[src/rtl/pc_sequencer_if.sv]
`default_nettype none
// ============================================================================
//  Module      : pc_sequencer_if
//  Description : Decoder-side bus of the program-counter sequencer.
//                The decoder (master) supplies the operation and its
//                target/offset. The sequencer (slave) returns the current
//                PC, the last link value, the tick strobe, the stack depth
//                and the sticky error flags.
//  Signals     : pc_i        target address or signed offset (ANCHO bits)
//                pc_op_i     3-bit operation code
//                pc_o        current program counter
//                pcinc_o     last link value (return address)
//                tick_o      next clock edge executes pc_op_i
//                depth_o     number of valid return-stack entries
//                overflow_o  sticky: call attempted with a full stack
//                underflow_o sticky: return attempted with an empty stack
//  Revision    : 1.0 - initial release
// ============================================================================
interface pc_sequencer_if #(
    parameter int ANCHO = 8,
    parameter int PILA  = 4
);
    localparam int DEPTH_W = $clog2(PILA + 1);

    logic [ANCHO-1:0]   pc_i;
    logic [2:0]         pc_op_i;
    logic [ANCHO-1:0]   pc_o;
    logic [ANCHO-1:0]   pcinc_o;
    logic               tick_o;
    logic [DEPTH_W-1:0] depth_o;
    logic               overflow_o;
    logic               underflow_o;

    modport master (
        output pc_i,
        output pc_op_i,
        input  pc_o,
        input  pcinc_o,
        input  tick_o,
        input  depth_o,
        input  overflow_o,
        input  underflow_o
    );

    modport slave (
        input  pc_i,
        input  pc_op_i,
        output pc_o,
        output pcinc_o,
        output tick_o,
        output depth_o,
        output overflow_o,
        output underflow_o
    );
endinterface
`default_nettype wire

[src/rtl/pc_sequencer.sv]
`default_nettype none
// ============================================================================
//  Module      : pc_sequencer
//  Description : Program-counter sequencer with a paced execution tick,
//                relative branching and a hardware return-address stack.
//                A free-running divider produces one tick every DIV clocks;
//                only the edge following a high tick executes pc_op_i.
//  Ports       : clk    rising-edge clock
//                reset  synchronous active-high reset
//                bus    pc_sequencer_if.slave (see interface header)
//  Parameters  : ANCHO  PC / target / link width
//                STEP   increment for step and link (truncated to ANCHO)
//                DIV    clocks per execution tick (>= 1)
//                PILA   return-stack depth (>= 1)
//  Revision    : 1.0 - initial release
// ============================================================================
module pc_sequencer #(
    parameter int ANCHO = 8,
    parameter int STEP  = 4,
    parameter int DIV   = 10000000,
    parameter int PILA  = 4
) (
    input  wire logic   clk,
    input  wire logic   reset,
    pc_sequencer_if.slave bus
);

    localparam int CNT_W   = (DIV > 1) ? $clog2(DIV) : 1;
    localparam int DEPTH_W = $clog2(PILA + 1);
    localparam int IDX_W   = (PILA > 1) ? $clog2(PILA) : 1;

    localparam logic [CNT_W-1:0]   CNT_LAST   = CNT_W'(DIV - 1);
    localparam logic [ANCHO-1:0]   STEP_W     = ANCHO'(STEP);
    localparam logic [DEPTH_W-1:0] DEPTH_FULL = DEPTH_W'(PILA);

    localparam logic [2:0] OP_CLEAR = 3'b000;
    localparam logic [2:0] OP_HOLD  = 3'b001;
    localparam logic [2:0] OP_STEP  = 3'b010;
    localparam logic [2:0] OP_JAL   = 3'b011;
    localparam logic [2:0] OP_CALL  = 3'b100;
    localparam logic [2:0] OP_RET   = 3'b101;
    localparam logic [2:0] OP_REL   = 3'b110;

    // ------------------------------------------------------------------
    // Execution pacing
    // ------------------------------------------------------------------
    logic [CNT_W-1:0] cnt;
    logic             tick;

    // With DIV == 1 the counter is pinned at 0 == CNT_LAST, so every
    // cycle ticks.
    assign tick = (cnt == CNT_LAST);

    always_ff @(posedge clk) begin
        if (reset) begin
            cnt <= '0;
        end else if (tick) begin
            cnt <= '0;
        end else begin
            cnt <= cnt + CNT_W'(1);
        end
    end

    // ------------------------------------------------------------------
    // Architectural state
    // ------------------------------------------------------------------
    logic [ANCHO-1:0]   pc;
    logic [ANCHO-1:0]   pcinc;
    logic [DEPTH_W-1:0] depth;
    logic               overflow;
    logic               underflow;
    logic [ANCHO-1:0]   stack [PILA];

    logic [ANCHO-1:0]   next_seq;
    logic               stack_full;
    logic               stack_empty;
    logic [IDX_W-1:0]   push_idx;
    logic [IDX_W-1:0]   top_idx;
    logic [ANCHO-1:0]   top_entry;
    logic               do_push;

    assign next_seq    = pc + STEP_W;
    assign stack_full  = (depth == DEPTH_FULL);
    assign stack_empty = (depth == '0);

    // depth is one wider than an entry index (it must also encode "full");
    // the push slot is depth itself, the top of stack is depth-1. Both are
    // only used when the corresponding fullness guard holds, so the
    // truncation never drops a meaningful bit.
    assign push_idx  = IDX_W'(depth);
    assign top_idx   = IDX_W'(depth - DEPTH_W'(1));
    assign top_entry = stack[top_idx];

    assign do_push = tick && (bus.pc_op_i == OP_CALL) && !stack_full;

    // Stack storage carries no reset: entries at or above depth are
    // never read, so emptying the stack only needs depth <= 0.
    always_ff @(posedge clk) begin
        if (!reset && do_push) begin
            stack[push_idx] <= next_seq;
        end
    end

    always_ff @(posedge clk) begin
        if (reset) begin
            pc        <= '0;
            pcinc     <= '0;
            depth     <= '0;
            overflow  <= 1'b0;
            underflow <= 1'b0;
        end else if (tick) begin
            case (bus.pc_op_i)
                OP_CLEAR: begin
                    pc        <= '0;
                    pcinc     <= '0;
                    depth     <= '0;
                    overflow  <= 1'b0;
                    underflow <= 1'b0;
                end
                OP_HOLD: begin
                end
                OP_STEP: begin
                    pc <= next_seq;
                end
                OP_JAL: begin
                    pcinc <= next_seq;
                    pc    <= bus.pc_i;
                end
                OP_CALL: begin
                    if (stack_full) begin
                        overflow <= 1'b1;
                    end else begin
                        pcinc <= next_seq;
                        pc    <= bus.pc_i;
                        depth <= depth + DEPTH_W'(1);
                    end
                end
                OP_RET: begin
                    if (stack_empty) begin
                        underflow <= 1'b1;
                    end else begin
                        pc    <= top_entry;
                        depth <= depth - DEPTH_W'(1);
                    end
                end
                // Two's-complement add of the offset is the same bit
                // pattern as an unsigned modulo add, so no sign extension
                // is needed at equal widths.
                OP_REL: begin
                    pc <= pc + bus.pc_i;
                end
                default: begin
                    // 3'b111 is reserved and behaves as hold.
                end
            endcase
        end
    end

    assign bus.pc_o        = pc;
    assign bus.pcinc_o     = pcinc;
    assign bus.tick_o      = tick;
    assign bus.depth_o     = depth;
    assign bus.overflow_o  = overflow;
    assign bus.underflow_o = underflow;

endmodule
`default_nettype wire
[src/flat_wrapper.sv]
// flat-port wrapper written by rule: the top's interface ports become plain ports
module pc_sequencer_flat 
#(
    parameter int ANCHO = 8,
    parameter int STEP  = 4,
    parameter int DIV   = 10000000,
    parameter int PILA  = 4
)
  (clk, reset, bus_pc_i, bus_pc_op_i, bus_pc_o, bus_pcinc_o, bus_tick_o, bus_depth_o, bus_overflow_o, bus_underflow_o);
  pc_sequencer_if #(.ANCHO(ANCHO), .PILA(PILA)) bus_i ();
  input  wire logic clk;
  input  wire logic reset;
  input wire logic [$bits(bus_i.pc_i)-1:0] bus_pc_i;
  input wire logic [$bits(bus_i.pc_op_i)-1:0] bus_pc_op_i;
  output wire logic [$bits(bus_i.pc_o)-1:0] bus_pc_o;
  output wire logic [$bits(bus_i.pcinc_o)-1:0] bus_pcinc_o;
  output wire logic [$bits(bus_i.tick_o)-1:0] bus_tick_o;
  output wire logic [$bits(bus_i.depth_o)-1:0] bus_depth_o;
  output wire logic [$bits(bus_i.overflow_o)-1:0] bus_overflow_o;
  output wire logic [$bits(bus_i.underflow_o)-1:0] bus_underflow_o;
  assign bus_i.pc_i = bus_pc_i;
  assign bus_i.pc_op_i = bus_pc_op_i;
  assign bus_pc_o = bus_i.pc_o;
  assign bus_pcinc_o = bus_i.pcinc_o;
  assign bus_tick_o = bus_i.tick_o;
  assign bus_depth_o = bus_i.depth_o;
  assign bus_overflow_o = bus_i.overflow_o;
  assign bus_underflow_o = bus_i.underflow_o;
  pc_sequencer #(.ANCHO(ANCHO), .STEP(STEP), .DIV(DIV), .PILA(PILA)) u_core (.clk(clk), .reset(reset), .bus(bus_i));
endmodule
[config.mk]
export PLATFORM = sky130hd
export DESIGN_NAME = pc_sequencer_flat
export DESIGN_NICKNAME = d
export VERILOG_FILES = /design/src/rtl/pc_sequencer_if.sv /design/src/rtl/pc_sequencer.sv /design/src/flat_wrapper.sv
export SDC_FILE = /design/constraint.sdc
export NUM_CORES = 1
export LEC_CHECK = 0
export ABC_AREA = 1
export CORE_MARGIN = 5
export CORE_UTILIZATION = 45
export CTS_CLUSTER_DIAMETER = 120
export DETAILED_ROUTE_END_ITERATION = 12
export GPL_TIMING_DRIVEN = 0
export PLACE_DENSITY = 0.7
export SETUP_SLACK_MARGIN = 0.4
export SLEW_MARGIN = 20
export SYNTH_ARGS = -nofsm -noshare
export SYNTH_HDL_FRONTEND = slang
export SYNTH_SLANG_ARGS = --single-unit
[constraint.sdc]
create_clock -name clk -period 3.9 [get_ports clk]
set_clock_uncertainty 0.1 [all_clocks]
set_input_delay 0.78 -clock clk [delete_from_list [all_inputs] [get_ports clk]]
set_output_delay 0.78 -clock clk [all_outputs]
set_load 0.1 [all_outputs]
==> results.sh <==
export IMPL_status="finished clean"
export IMPL_vias_per_cell=5.27
export IMPL_die_h_um=108
export IMPL_yosysWarnings=0
export IMPL_coreArea_sq_um=9330
export IMPL_instances_no_fill=767
export IMPL_postSynthAreaPerCell_sq_um=7.37
export IMPL_ioPinCount=35
export IMPL_start_util_pct=46.5
export IMPL_power_density_nw_per_um2=309
export IMPL_min_path_type="register to register"
export IMPL_endpoint_kind="output port"
export IMPL_overflow=0
export IMPL_grt_pass1_vias=3814
export IMPL_placed_cells=751
export IMPL_netlist_area_sq_um=4340
export IMPL_timing_final_crit_share_pct=79.1
export IMPL_firstDrtPassIters=5
export IMPL_clock_sinks=77
export IMPL_routed_wl_mm=11.3
export IMPL_worstSetupPathType="register to output port"
export IMPL_post_dp_hpwl_mm=8.61
export IMPL_max_slew_worst_pin_slew_ns=1.01
export IMPL_post_drt_wl_per_cell_um=14.8
export IMPL_crit_path_max_fanout=6
export IMPL_cts_hold_buf=0
export IMPL_cp_required_ns=3.02
export IMPL_layout_min_cycle_time_ns=3.08
export IMPL_drc=0
export IMPL_clk_latency_ns=0.36
export IMPL_maxCapViolCount=0
export IMPL_fin_tns_setup_ns=0
export IMPL_ctsResizeCount=1
export IMPL_drive_above_1_share_pct=8.31
export IMPL_place_congestion=0.956
export IMPL_cts_buffers_inserted=9
export IMPL_grt_max_degree=16
export IMPL_holdWs_ns=0.375
export IMPL_p_leak_uw=0.00194
export IMPL_antenna_left=0
export IMPL_num_vias=4043
export IMPL_fin_util_pct=53.9
export IMPL_ys_seq_area_share_pct=42.9
export IMPL_reg2reg_depth=11
export IMPL_rows=35
export IMPL_cts_max_path_buffers=2
export IMPL_fmax_mhz=324
export IMPL_num_nets_final=661
export IMPL_htree_levels=3
export IMPL_syn_to_final_growth_pct=15.9
export IMPL_io_buffers=33
export IMPL_cts_tree="done"
export IMPL_ir_drop_uv=158
export IMPL_drt_iter0_markers=321
export IMPL_n_fill_cell=907
export IMPL_finalSetupViolations=0
export IMPL_cp_arrival_ns=2.20
export IMPL_hold_viol=0
export IMPL_antenna_found_initial=0
export IMPL_clkSlewWorstSetupHoldPaths_ns=0.09
export IMPL_die_area_sq_um=11700
export IMPL_relSlewSlack_pct=32.8
export IMPL_min_path_cells=2
export IMPL_synth_nets=617
export IMPL_antenna_cells=0
export IMPL_grtUsageTotal_pct=20.2
export IMPL_synthCells=589
export IMPL_ys_seq_elements=77
export IMPL_rsz0062_at_grt="false"
export IMPL_grt_pass1_wl_mm=18.7
export IMPL_drv_slew=0
export IMPL_cp_start_kind="register"
export IMPL_yosysUniqueCellTypes=36
export IMPL_postCtsSetupBuffers=0
export IMPL_cts_root_buf="clkbuf_8"
export IMPL_dieWidth_um=108
[placed cells by master, fill, tap and decap left out, types with 3 or more instances in the layout]
master             n
nand2_1          165
nand3_1           64
nor2_1            62
inv_1             61
dfxtp_1           45
a21oi_1           42
clkdlybuf4s50_1   32
edfxtp_1          32
nand4_1           18
ha_1              14
o21ai_0           10
clkbuf_8           9
inv_2              8
nor3_1             8
xor2_1             7
buf_4              5
nand3b_1           5
buf_2              4
nor2_4             4
or2_2              4
clkbuf_1           3
nand3_2            3
nor2_2             3
nor3_2             3
o21ai_1            3
[cell families (layout without fill, tap and decap cells)]
logic type	count (synthesis)	after routing	synth area share [%]
AOI/OAI and AO/OA	59	59	7.06
xor gates and xnor gates	9	9	1.82
adders and majority gates	15	15	4.50
buffers and inverters	84	133	7.99
DFF	77	77	42.9
and+or+nand+nor	345	345	35.7
[cells in the mapped netlist, drive strengths merged]
master / number / share of area, %
a21oi: 42 / 4.8
a22oi: 2 / 0.35
and2: 2 / 0.29
buf: 11 / 1.7
clkbuf: 3 / 0.26
clkinv: 1 / 0.086
dfxtp: 45 / 21
edfxtp: 32 / 22
fa: 1 / 0.46
ha: 14 / 4.0
inv: 69 / 6.0
nand2: 166 / 14
nand3: 67 / 8.1
nand3b: 5 / 0.87
nand4: 18 / 2.6
nor2: 69 / 6.8
nor3: 11 / 1.6
nor3b: 1 / 0.17
o211ai: 1 / 0.17
o21ai: 13 / 1.5
o32ai: 1 / 0.20
or2: 6 / 0.87
xnor2: 2 / 0.40
xor2: 7 / 1.4
[metal layers]
layer  up-vias  global-route usage, %  routed length, um
met5         -                      0                  0
met4         0                   6.67                209
met3        17                   4.72                659
met2       118                   32.8               5350
met1      1882                   26.8               5130
li1       2026                      -                  -
[cell type report]
cell class	instances	area (sq um)	share of cell area, %
buffer	14	83.8	1.67
clock buffer	9	124	2.46
clock inverter	7	80.1	1.59
inverter	70	263	5.22
multi-input combinational	428	2130	42.4
sequential	77	1860	37.0
tap	129	161	3.21
timing repair buffer	33	325	6.47
[final timing paths]
path	from	endpoint	slack (ns)
max	u_core.cnt[0]$_SDFF_PP0_	bus_tick_o	0.82
max reg2reg	u_core.bus.depth_o[0]$_SDFFE_PP0P_	u_core.bus.pc_o[6]$_SDFFE_PP0P_	1.18
min reg2reg	u_core.bus.pcinc_o[2]$_SDFFE_PP0P_	u_core.bus.pcinc_o[2]$_SDFFE_PP0P_	0.37
min	u_core.bus.pcinc_o[2]$_SDFFE_PP0P_	u_core.bus.pcinc_o[2]$_SDFFE_PP0P_	0.37
[power by group]
group	total [uW]	internal (uW)	switching, uW	leakage (uW)
Sequential	836	833	2.84	0.000692
Clock	635	305	330	0.000102
Combinational	81.5	30.4	51.1	0.00115
Total	1550	1170	384	0.00194
[registers in the layout, summed over array words and instances (netlist names)]
signal and count:
u_core.bus.underflow_o 1, u_core.stack 32, u_core.bus.pcinc_o 8, u_core.bus.overflow_o 1, u_core.bus.depth_o 3, u_core.cnt 24
u_core.bus.pc_o 8
[metrics by stage]
| step | setup slack [ns] | area (sq um) | power, uW |
|---|---|---|---|
| final | 0.816 | 5030 | 1550 |
| after global routing | 0.693 | 5030 | 1610 |
| after CTS | 0.402 | 5030 | 1560 |
| after detailed placement | 0.528 | 4830 | 935 |
| after global placement | 0.542 | 4830 | 934 |
| after floorplan | 0.965 | 4340 | 903 |
[worst max-delay path: stages, from the launching register on]
cell and delay (ns):
dfxtp_1 0.42, ha_1 0.24, nand3_2 0.16, nor2_2 0.21
nand3_1 0.15, nor2_4 0.19, clkbuf_2 0.49
Note: power is estimated with default switching activity, not from simulation.
